**src/rtl/spr_pkg.sv**
```systemverilog
`default_nettype none
// ============================================================================
// Module  : spr_pkg
// Purpose : Shared CPU constants and types for the special-purpose register
//           bank: datapath widths, MODE encodings, SPR indices for
//           move-to/from-SPR decode, and an ECA packing helper.
// Ports   : none (package)
// Rev     : 1.0  initial release
// ============================================================================
package spr_pkg;

  localparam int DATA_W    = 32;
  localparam int MCA_W     = 23;
  localparam int ECA_PAD_W = DATA_W - MCA_W;

  // MODE register encodings
  localparam logic MODE_SYS = 1'b0;
  localparam logic MODE_USR = 1'b1;

  // SPR indices used by the move-to/from-SPR instruction decoder
  typedef enum logic [2:0] {
    SPR_SR    = 3'd0,
    SPR_ESR   = 3'd1,
    SPR_ECA   = 3'd2,
    SPR_EPC   = 3'd3,
    SPR_EDATA = 3'd4,
    SPR_PTO   = 3'd5,
    SPR_PTL   = 3'd6,
    SPR_MODE  = 3'd7
  } spr_idx_e;

  // ECA holds the masked cause vector zero-extended to the datapath width
  function automatic logic [DATA_W-1:0] eca_pack(input logic [MCA_W-1:0] mca);
    return {{ECA_PAD_W{1'b0}}, mca};
  endfunction

endpackage : spr_pkg
`default_nettype wire

```
**src/rtl/spr_reg.sv**
```systemverilog
`default_nettype none
// ============================================================================
// Module  : spr_reg
// Purpose : Generic W-bit register with asynchronous active-high reset to a
//           parameterised value and a synchronous load enable.
// Ports   : clk   - clock
//           rst   - asynchronous active-high reset
//           i_en  - load enable
//           i_d   - load data
//           o_q   - register output
// Rev     : 1.0  initial release
// ============================================================================
module spr_reg #(
  parameter int           W       = 32,
  parameter logic [W-1:0] RST_VAL = '0
) (
  input  logic         clk,
  input  logic         rst,
  input  logic         i_en,
  input  logic [W-1:0] i_d,
  output logic [W-1:0] o_q
);

  logic [W-1:0] r_q;

  always_ff @(posedge clk or posedge rst) begin
    if (rst) begin
      r_q <= RST_VAL;
    end else if (i_en) begin
      r_q <= i_d;
    end
  end

  assign o_q = r_q;

endmodule : spr_reg
`default_nettype wire

```
**src/rtl/spr.sv**
```systemverilog
`default_nettype none
// ============================================================================
// Module  : spr
// Purpose : Special-purpose register bank (SR, ESR, ECA, EPC, EDATA, PTO, PTL,
//           MODE). On jisr the interrupted context is saved and system mode
//           is entered; otherwise SR/ESR/MODE load from the datapath each
//           cycle. All outputs come straight from registers.
// Ports   : clk, rst          - clock, asynchronous active-high reset
//           jisr              - jump-to-ISR strobe
//           esr, sr, mode     - normal-path write data
//           mca               - masked cause vector
//           rpt               - 1: resume at pc, 0: resume at next_pc
//           pc, next_pc, ea   - interrupted PC, successor PC, fault address
//           sr_out .. mode_out- register outputs
//           pto, ptl          - page table origin / length (constant)
// Rev     : 1.0  initial release
// ============================================================================
module spr
  import spr_pkg::*;
#(
  parameter logic [31:0] PTO_INIT = 32'h0000_0000,
  parameter logic [31:0] PTL_INIT = 32'h0000_0000
) (
  input  logic              clk,
  input  logic              rst,
  input  logic              jisr,
  input  logic [DATA_W-1:0] esr,
  input  logic [DATA_W-1:0] sr,
  input  logic [MCA_W-1:0]  mca,
  input  logic              rpt,
  input  logic [DATA_W-1:0] pc,
  input  logic [DATA_W-1:0] next_pc,
  input  logic [DATA_W-1:0] ea,
  input  logic              mode,
  output logic [DATA_W-1:0] sr_out,
  output logic [DATA_W-1:0] esr_out,
  output logic [DATA_W-1:0] eca_out,
  output logic [DATA_W-1:0] epc_out,
  output logic [DATA_W-1:0] edata_out,
  output logic [DATA_W-1:0] pto,
  output logic [DATA_W-1:0] ptl,
  output logic              mode_out
);

  logic [DATA_W-1:0] w_sr_d;
  logic [DATA_W-1:0] w_esr_d;
  logic [DATA_W-1:0] w_eca_d;
  logic [DATA_W-1:0] w_epc_d;
  logic              w_mode_d;

  // Interrupt entry masks all interrupts and saves the live SR into ESR.
  assign w_sr_d   = jisr ? '0       : sr;
  assign w_esr_d  = jisr ? sr_out   : esr;
  assign w_mode_d = jisr ? MODE_SYS : mode;

  assign w_eca_d  = eca_pack(mca);
  // Only sampled when jisr is high, so an unknown rpt outside interrupt
  // entry never reaches EPC.
  assign w_epc_d  = rpt ? pc : next_pc;

  // SR, ESR and MODE load every cycle (from either path)
  spr_reg #(.W(DATA_W), .RST_VAL('0)) u_sr (
    .clk  (clk),
    .rst  (rst),
    .i_en (1'b1),
    .i_d  (w_sr_d),
    .o_q  (sr_out)
  );

  spr_reg #(.W(DATA_W), .RST_VAL('0)) u_esr (
    .clk  (clk),
    .rst  (rst),
    .i_en (1'b1),
    .i_d  (w_esr_d),
    .o_q  (esr_out)
  );

  spr_reg #(.W(1), .RST_VAL(MODE_SYS)) u_mode (
    .clk  (clk),
    .rst  (rst),
    .i_en (1'b1),
    .i_d  (w_mode_d),
    .o_q  (mode_out)
  );

  // Exception context registers capture only on interrupt entry
  spr_reg #(.W(DATA_W), .RST_VAL('0)) u_eca (
    .clk  (clk),
    .rst  (rst),
    .i_en (jisr),
    .i_d  (w_eca_d),
    .o_q  (eca_out)
  );

  spr_reg #(.W(DATA_W), .RST_VAL('0)) u_epc (
    .clk  (clk),
    .rst  (rst),
    .i_en (jisr),
    .i_d  (w_epc_d),
    .o_q  (epc_out)
  );

  spr_reg #(.W(DATA_W), .RST_VAL('0)) u_edata (
    .clk  (clk),
    .rst  (rst),
    .i_en (jisr),
    .i_d  (ea),
    .o_q  (edata_out)
  );

  // Page table registers have no write path; they sit at their init value.
  spr_reg #(.W(DATA_W), .RST_VAL(PTO_INIT)) u_pto (
    .clk  (clk),
    .rst  (rst),
    .i_en (1'b0),
    .i_d  (PTO_INIT),
    .o_q  (pto)
  );

  spr_reg #(.W(DATA_W), .RST_VAL(PTL_INIT)) u_ptl (
    .clk  (clk),
    .rst  (rst),
    .i_en (1'b0),
    .i_d  (PTL_INIT),
    .o_q  (ptl)
  );

endmodule : spr
`default_nettype wire

```
**config.mk**
```make
export PLATFORM = sky130hd
export DESIGN_NAME = spr
export DESIGN_NICKNAME = d
export VERILOG_FILES = /design/src/rtl/spr_pkg.sv /design/src/rtl/spr_reg.sv /design/src/rtl/spr.sv
export SDC_FILE = /design/constraint.sdc
export NUM_CORES = 1
export LEC_CHECK = 0
export CAP_MARGIN = 10
export CORE_AREA = 3 3 160 162
export CTS_BUF_LIST = sky130_fd_sc_hd__clkbuf_8
export DETAILED_ROUTE_END_ITERATION = 16
export DIE_AREA = 0 0 163 165
export GPL_TIMING_DRIVEN = 0
export HOLD_SLACK_MARGIN = 0.08
export MAX_ROUTING_LAYER = met4
export PLACE_DENSITY = 0.62
export SLEW_MARGIN = 10
export SYNTH_ARGS = -nofsm -noshare
export SYNTH_HDL_FRONTEND = slang
export SYNTH_SLANG_ARGS = --single-unit
```
**constraint.sdc**
```tcl
create_clock -name clk -period 6.6 [get_ports clk]
set_input_delay 1.98 -clock clk [delete_from_list [all_inputs] [get_ports clk]]
set_output_delay 1.98 -clock clk [all_outputs]
set_load 0.02 [all_outputs]
```
== After elaboration in Yosys (flattened, before gate mapping) ==
Index checks and enable logic that the tools add are counted.

* Memory bits (writable): 0
* Memories: 0
* Input port bits: 188
* Flip-flop bits (word level): 152
* Word-level logic and storage cells: 10
* ROM bits: 0
* Latch bits: 0
* Output and inout port bits: 225

* Multiplexer cells: 4
* Bitwise operators: 0
* Divide/modulo/power cells: 0
* Shifts and indexed selects: 0
* Add/sub/neg operators: 0
* Eq/ne operators: 0
* Reduce and logical (&&, ||, !) cells: 0
* $lt $le $gt $ge: 0
* Multiply operators: 0

{| class="wikitable"
|+ Operators by type and width
! cell !! count
|-
| two-way mux 32 bit || 3
|-
| two-way mux 1 bit || 1
|}

== Logic depth before layout (Yosys ltp) ==
* Depth after elaboration: 1
* Mapped depth: 4

== Hierarchy ==
A second synthesis with hierarchy kept.

* Cells, all modules: 596
* Area total of the unflattened synthesis: 10,605.2 µm²

{| class="wikitable"
|+ By module, submodules not included
! module !! seq. area each (µm²) !! cells an instance !! times used !! area an instance (µm²)
|-
| spr_reg (u_eca ...) || 800.8 || 69 || 7 || 1,348.8
|-
| spr || 0.0 || 110 || 1 || 1,119.8
|-
| spr_reg (u_mode) || 25.0 || 3 || 1 || 43.8
|}

== Worst setup path after synthesis ==
Ideal clock, no wire load.

* Path kind: input to register
* Start: input port rpt
* End: register u_epc.r_q[0] (netlist: u_epc.o_q[0])
* Path buffers: 2
* Setup time: 0.123 ns
* Data required time: 6.477 ns
* Path slack: 3.913 ns
* Stages on the path: 4
* Data arrival time: 2.564 ns
* Cells stage by stage: buf_2 buf_4 mux2i_1 a21oi_1

* Word-level cells in the longest chain between the ends: 1

{| class="wikitable"
|+ RTL lines
! item !! line !! source
|-
| from (decl) || spr.sv:30 || <nowiki>input logic rpt,</nowiki>
|-
| two-way mux 32 bit || spr.sv:59 || <nowiki>assign w_epc_d = rpt ? pc : next_pc;</nowiki>
|-
| to (signal assigned) || spr_reg.sv:30 || <nowiki>r_q <= i_d;</nowiki>
|-
| to (decl) || spr_reg.sv:24 || <nowiki>logic [W-1:0] r_q;</nowiki>
|}

No other way between the ends.
A chain may end at the register's enable or synchronous reset.

== Worst setup path after layout ==
* Start: register u_sr.r_q[2] (netlist: u_sr.o_q[2])
* End: output port sr_out[2]

{| class="wikitable"
|+ RTL lines
! item !! line !! source
|-
| from (decl) || spr_reg.sv:24 ||
|-
| from (signal assigned) || spr_reg.sv:30 ||
|-
| to (decl) || spr.sv:35 || <nowiki>output logic [DATA_W-1:0] sr_out,</nowiki>
|}

No word-level cell between the ends.

==> impl_metrics.yaml <==
status:
  status: "finished, final reports clean"
logic_synthesis:
  ys_seq_area_share_pct: 60.04
  ys_seq_elements: 152
  postSynthAreaPerCell_um2: 13.56
  netlist_area_um2: 6335
  synth_cell_type_count: 12
  synth_cells: 467
  ys_warn_count: 0
grt:
  antenna_found_initial: 0
  overflow: 0
  grt_max_degree: 113
  grt_first_pass_wirelength_um: 29880
  grtUsageTotal_pct: 15.24
  grt_pass1_vias: 4899
cts:
  path_clk_slew_ns: 0.10
  post-cts-setup-buffers: 0
  cts_resized: 0
  clockBufferDepth: 2
  cts_hold_buffers: 0
  clock_latency_ns: 0.44
  root_buffer: "clkbuf_8"
  cts_htree_levels: 4
  cts_tree: "built"
  cts_sinks: 152
  cts_buffers: 17
final_layout:
  drive_above_1_share_pct: 23.76
  num_antenna_cells: 0
  syn_to_final_growth_pct: 71.16
  final_nets: 1084
  final_core_util_pct: 44.72
critical_path:
  r2r-end: "u_esr.o_q[23]"
  critPathArrivalTime_ns: 1.49
  cp.buffers_inverters: 1
  r2r-start: "u_sr.o_q[23]"
  worstRegToRegCells: 1
  max_stage_delay_ns: 0.68
  critPathLaunchType: "flip-flop"
  setup.worst_path.class: "reg -> out"
  cp.required_ns: 4.62
  path_delay_family: "buffers and inverters"
  crit_chain: "clkdlybuf4s50_1"
  cp-end-kind: "primary output"
  path_max_fanout: 2
  cpMaxStageDelayCell: "clkdlybuf4s50_1"
  reg2reg_slack_ns: 5.78
timing:
  fin_skew_ns: 0.01609
  worst_hold_slack_ns: 0.4971
  tightest_slew_ns: 0.5910
  layout_min_cycle_time_ns: 3.472
  tns_ns: 0
  finalCritPeriodShare_pct: 52.60
  finalHoldViolCount: 0
  slew_headroom_pct: 60.60
  fmax_ghz: 0.2880
  maxSlewViolCount: 0
  rsz0062_at_grt: "false"
  setup_viol_count_final: 0
worst_hold_path:
  hold_depth: 1
  holdPathEnd: "u_esr.o_q[11]"
  worstHoldStart: "u_sr.o_q[11]"
  worstHoldPathType: "reg -> reg"
power:
  leakage_uw: 0.004833
  irDropWorstVdd_mv: 0.1118
  power.total_uw: 2420
  p_per_area_nw_per_um2: 223.2
routing:
  antenna_left: 0
  vias: 4743
  drt-total-wl_um: 20370
  drtPass1Iterations: 4
  post-route-drc-count: 0
  drt_iter0_drc: 175
  routed_via_density: 3.847
  drt-wirelength-per-cell_um: 16.52
die:
  io_pins: 413
  start_util_pct: 26.12
  rows: 57
  die_w_um: 163
  core_um2: 24250
  die_h_um: 165
  dieArea_um2: 26900
placed_design:
  numPortBuffers: 337
  gp_congestion: 0.7447
  dpl.hpwl_um: 16060
run:
  cap_viol_max_count: 0
==> where the power goes <==
part | internal [uW] | leakage (uW) | switching (uW) | total (uW)
logic | 333 | 0.00280 | 280 | 613
registers | 1010 | 0.00182 | 37.7 | 1050
clock network | 354 | 0.000214 | 406 | 760
total | 1700 | 0.00483 | 724 | 2420
==> synth_stat cells, drive strengths merged <==
master,number,area (um2)
buf,96,733.2
clkbuf,1,3.750
mux2i,32,320.3
nor2b,33,206.5
inv,1,3.750
nor2,32,120.1
mux2,87,979.7
dfrtp,152,3804
conb,1,3.750
a21oi,32,160.2
==> through the flow <==
| step | cell area, um2 | cells | setup slack [ns] |
|---|---|---|---|
| after floorplan | 6605 | 539 | 0.5269 |
| after global placement | 10380 | 1200 | -1.940 |
| after detailed placement | 10420 | 1201 | 3.301 |
| after CTS | 10840 | 1233 | 3.077 |
| after global routing | 10840 | 1233 | 3.052 |
| final | 10840 | 1233 | 3.128 |
==> kinds of logic after synthesis <==
family / count (synthesis) / synth area share, %
AO/OA/AOI/OAI: 32 / 2.528
buffers and inverters: 98 / 11.69
flip-flops: 152 / 60.04
multiplexers: 119 / 20.52
other: 1 / 0.05920
AND/OR/NAND/NOR: 65 / 5.155
==> worst max-delay path by stage <==
| stage | to | slack, ns | cells past startpoint | startpoint |
|---|---|---|---|---|
| detailed placement | u_esr.o_q[22] | 3.30 | 3 | rst |
| finish | sr_out[2] | 3.13 | 1 | u_sr.o_q[2] |
| CTS | sr_out[26] | 3.08 | 1 | u_sr.o_q[26] |
| global placement | u_eca.o_q[1] | -1.94 | 2 | rst |
| global route | sr_out[23] | 3.05 | 1 | u_sr.o_q[23] |
| floorplan | u_eca.o_q[0] | 0.53 | 1 | rst |
==> metal layers <==
layer / GRT usage [%] / vias up / share of wire (%)
met4: 4.614 / 0 / 1.6
met1: 16.90 / 2229 / 37
li1: - / 2271 / -
met2: 26.66 / 224 / 53
met3: 4.414 / 19 / 8.4
met5: - / - / 0
==> state kept, by name, summed over array words and instances, names as in the netlist <==
| register | count |
|---|---|
| u_eca.o_q | 23 |
| u_edata.o_q | 32 |
| u_epc.o_q | 32 |
| u_esr.o_q | 32 |
| u_mode.o_q | 1 |
| u_sr.o_q | 32 |
==> layout by cell type, fill, tap and decap left out <==
master | synthesis | layout
a21oi_1 | 32 | 32
buf_16 | 0 | 1
buf_2 | 7 | 7
buf_4 | 81 | 81
buf_6 | 8 | 8
bufinv_16 | 0 | 2
clkbuf_1 | 1 | 1
clkbuf_8 | 0 | 17
clkdlybuf4s50_1 | 0 | 337
clkinv_4 | 0 | 3
clkinv_8 | 0 | 2
clkinvlp_4 | 0 | 1
conb_1 | 1 | 73
dfrtp_1 | 152 | 152
inv_1 | 1 | 1
inv_6 | 0 | 3
inv_8 | 0 | 4
mux2_2 | 87 | 87
mux2i_1 | 32 | 32
nor2_1 | 32 | 32
nor2b_1 | 33 | 33
==> area by class of cell <==
| class | instances | area [um2] |
|---|---|---|
| multi-input combinational | 289 | 2061 |
| buffer | 97 | 737.0 |
| timing repair buffer | 338 | 3401 |
| inverter | 1 | 11.26 |
| clock inverter | 15 | 190.2 |
| clock buffer | 17 | 234.0 |
| fill | 2273 | 13410 |
| tap | 324 | 405.4 |
| sequential | 152 | 3804 |
(Power assumes the default switching activity.)
==> RTL change 1: new RTL, same flow settings <==
The package constant `MCA_W` goes from 23 to 31.
--- a/src/rtl/spr_pkg.sv
+++ b/src/rtl/spr_pkg.sv
@@ -10,7 +10,7 @@
 package spr_pkg;
 
   localparam int DATA_W    = 32;
-  localparam int MCA_W     = 23;
+  localparam int MCA_W     = 31;
   localparam int ECA_PAD_W = DATA_W - MCA_W;
 
   // MODE register encodings
Interface: changed (resized mca); port bits go from 413 to 421. No check against the original RTL was run, so the function may have changed too.
==> RTL change 1 against the unedited design <==
Via count grew 4.0%. Die area is the same. Wire length grew 3.5%. Total power grew 4.0%. Sequential cell count grew 8. Setup slack lost 0.0046 ns. Synthesized area grew 4.2%. Critical endpoint is now edata_out[26]. Cell area grew 3.7%. Register-to-register slack gained 0.02 ns. Combinational power grew 4.1%.
==> RTL change 1: results (changes against the unedited design) <==
status:
  status: "completed"
power_and_ir_drop:
  pwr.group.clock_mw: 0.777  # +2%
  power_density_nw_per_um2: 224  # +0.36%
  leakage_nw: 4.97  # +2.7%
  pg_seq_mw: 1.10  # +5%
  net-switching-power_mw: 0.781  # +8.0%
  irDropWorstVdd_uv: 113  # +1.3%
place:
  place_area_sq_um: 10800  # +3.8%
  portBuffers: 353  # +4.7%
  hpwl_um: 16500  # +2.5%
  post-place-ws_ns: 3.24  # -0.0558 ns
  place.gp.congestion: 0.805  # +8.1%
worst_setup_path:
  max_stage_delay_ns: 0.66  # -0.02 ns
  cp.arrival_ns: 1.50
  worst_r2r_path_depth: 1  # unchanged
  rr_endpoint: "u_esr.o_q[1]"
  reg2reg_slack_ns: 5.80  # +0.02 ns
  r2r-start: "u_sr.o_q[1]"
route:
  vias_per_cell: 3.95  # +2.6%
  drt-initial-drc-count: 170  # -2.9%
  totalWireLength_um: 21100  # +3.5%
  dr.pass1.iters: 4  # unchanged
cells_and_area:
  drive_above_1_share: 0.235  # -0.00220
  nets: 1109  # +2.3%
  n_antenna_cell: 0  # unchanged
clock_network:
  holdBufCountCts: 0  # unchanged
  post_cts_buffers: 0  # unchanged
  clock_latency_ns: 0.46  # +0.02 ns
  clkTransAtPathRegs_ns: 0.11
  cts.path.max_buffers: 2  # unchanged
  root_buffer: "clkbuf_8"
global_routing:
  grt_start_max_net_pins: 103  # -8.8%
  grt_pass1_vias: 5028  # +2.6%
  grt_usage: 0.155  # +0.00216
  grt_pass1_wl_um: 30000  # +0.55%
  antenna_found_initial: 0  # unchanged
timing:
  hold_ws_ns: 0.511  # +0.0144 ns
  worst_pin_slew_ns: 0.567  # -0.0244 ns
  finalCritPeriodShare: 0.527  # +0.000691
  finClkSkew_ns: 0.0188  # +0.00273 ns
synth:
  seq_area_frac_synth: 0.607  # +0.00620
  synthTopCellsByCount: "dfrtp_1, mux2_2, buf_4"
  synthTopCellsByArea: "dfrtp_1, mux2_2, buf_4, mux2i_1, nor2b_1"
  synthFlopType: "dfrtp_1"
min_path:
  holdPathEnd: "u_esr.o_q[4]"
  min_path_cells: 1  # unchanged
  hold_path.class: "reg2reg"
  hold_start: "u_sr.o_q[4]"
RTL change 1: cell types whose count changed after synthesis:
cell	change
buf_2	-2
buf_4	-11
buf_6	+6
dfrtp_1	+8
mux2_2	+8
RTL change 1: worst max-delay path by stage:
stage	startpoint	to	depth (start not counted)
floorplan	rst	u_eca.o_q[0]	1
global placement	rst	u_epc.o_q[30]	2
detailed placement	rst	u_epc.o_q[7]	3
CTS	u_sr.o_q[25]	sr_out[25]	1
global route	u_sr.o_q[29]	sr_out[29]	1
finish	u_edata.o_q[26]	edata_out[26]	1
RTL change 1: cell type report:
class | count | area, sq um
Timing Repair Buffer | 354 | 3560
Fill cell | 2244 | 13000
Tap cell | 324 | 405
Buffer | 90 | 712
Inverter | 1 | 11.3
Sequential cell | 160 | 4000
Multi-Input combinational cell | 289 | 2120
Clock buffer | 17 | 234
Clock inverter | 15 | 194
RTL change 1: cell families (layout without fill, tap and decap cells):
group,Yosys count,in the layout,share of synthesized area
buf+inv,91,477,0.108
simple gates,65,65,0.0495
flops,160,160,0.607
mux,127,127,0.211
compound gates,32,32,0.0243
other cells,1,65,0.000568
RTL change 1: metrics by stage:
stage / TNS, ns / cells
2_1_floorplan: 0 / 540
3_3_place_gp: -345.34 / 1217
3_5_place_dp: 0 / 1218
4_1_cts: 0 / 1250
5_1_grt: 0 / 1250
6_report: 0 / 1250
RTL change 1: per-layer routing:
metal	GRT usage	up-vias	share of wire
li1	-	2340	-
met1	0.170	2323	0.38
met2	0.268	247	0.51
met3	0.0522	22	0.089
met4	0.0438	0	0.016
met5	-	-	0
==> RTL change 2: new RTL, config.mk and constraints unchanged <==
Without the edit above. Reset style: synchronous (`rst`), changed in one clocked block. Comments in the files are not updated.
--- a/src/rtl/spr_reg.sv
+++ b/src/rtl/spr_reg.sv
@@ -23,7 +23,7 @@
 
   logic [W-1:0] r_q;
 
-  always_ff @(posedge clk or posedge rst) begin
+  always_ff @(posedge clk) begin
     if (rst) begin
       r_q <= RST_VAL;
     end else if (i_en) begin
Function: differs if rst is asserted again (counterexample within 4 cycles, from zero or initial values and one cycle with rst high); with rst held inactive, the same outputs for 4 cycles.
==> RTL change 2 against the unedited design <==
Sequential cell count unchanged. Critical endpoint is now sr_out[29]. Setup slack better by 0.015 ns. Synthesized area is 2.6% lower. Critical path depth unchanged. Wire length fell by 1.7%. Total power down 8.7%. Cell area shrank 2.2%. Global-route usage is 0.81 points lower.
==> RTL change 2: results (changes against the unedited design) <==
power_and_ir_drop:
  irDropWorstVdd_uv: 126  # +13%
  leakage_nw: 4.61  # -4.5%
route:
  wl_per_cell_um: 15.0  # -9.0%
  drt-initial-drc-count: 104  # -41%
  vias_per_cell: 3.84  # -0.15%
cells_and_area:
  nFillCells: 2409  # +6.0%
  drive_above_1_share: 0.166  # -0.0719
global_routing:
  grt_pass1_vias: 5069  # +3.5%
  grt_pass1_wl_um: 28700  # -3.9%
  grt_usage: 0.144  # -0.00814
  grt_start_max_net_pins: 18  # -84%
timing:
  slew_headroom: 0.636  # +0.0297
  finClkSkew_ns: 0.00691  # -0.00918 ns
synth:
  synthTopCellsByArea: "dfxtp_1, mux2i_1, buf_4, nor2_1, a211oi_2"
  synthCells: 567  # +21%
  synthArstFlopShare: 0  # -1.00
  seq_area_frac_synth: 0.493  # -0.107
  synthDistinctLibCells: 13  # +1
  synthMuxAreaShare: 0.193  # -0.0121
  synth_compound_area_frac: 0.0641  # +0.0388
  synthFlopType: "dfxtp_1"
place:
  place_area_sq_um: 10200  # -1.9%
  placed_cells: 1300  # +8.2%
  place.gp.congestion: 0.744  # about the same
worst_setup_path:
  max_stage_delay_ns: 0.64  # -0.04 ns
status:
  status: "completed"
min_path:
  min_path_cells: 2  # +1
-- RTL change 2: through the flow --
stage | setup slack [ns] | utilization
floorplan | 3.85 | -
global placement | 2.97 | 0.421
detailed placement | 2.96 | 0.421
CTS | 3.08 | 0.437
global route | 3.07 | 0.437
finish | 3.14 | 0.437
-- RTL change 2: final timing paths --
check / from / to / slack [ns]
setup / recovery: u_sr.o_q[29] / sr_out[29] / 3.14
hold / removal: u_epc.o_q[0] / u_epc.o_q[0] / 0.49
setup reg to reg: u_epc.o_q[28] / u_epc.o_q[28] / 5.90
hold reg to reg: u_epc.o_q[0] / u_epc.o_q[0] / 0.49
-- RTL change 2: kinds of logic after synthesis --
| group | count (synthesis) |
|---|---|
| other cells | 1 |
| simple gates | 153 |
| buf+inv | 110 |
| mux | 119 |
| compound gates | 32 |
| flops | 152 |
-- RTL change 2: layer usage --
metal / global-route usage / routed length [um] / vias up
met5: - / 0 / -
met4: 0.0346 / 184 / 0
li1: - / - / 2588
met3: 0.0446 / 1530 / 11
met1: 0.161 / 8160 / 2297
met2: 0.253 / 10200 / 220
-- RTL change 2: final cells by class --
class	instances	area, sq um	share of cell area
multi-input cells	377	2520	0.238
plain buffers	110	875	0.0825
flip-flops and latches	152	3040	0.287
well taps	324	405	0.0382
repair buffers	337	3370	0.318
clock buffers	17	234	0.0221
clock inverters	15	151	0.0143
-- RTL change 2: power by group through the flow --
stage          logic, mW  registers (mW)  clock network (mW)
6_report           0.516           0.994               0.700
5_1_grt            0.551            1.00               0.771
4_1_cts            0.523           0.995               0.740
3_5_place_dp       0.521            1.02                   0
3_3_place_gp       0.520            1.01                   0
2_1_floorplan      0.201            1.08                   0
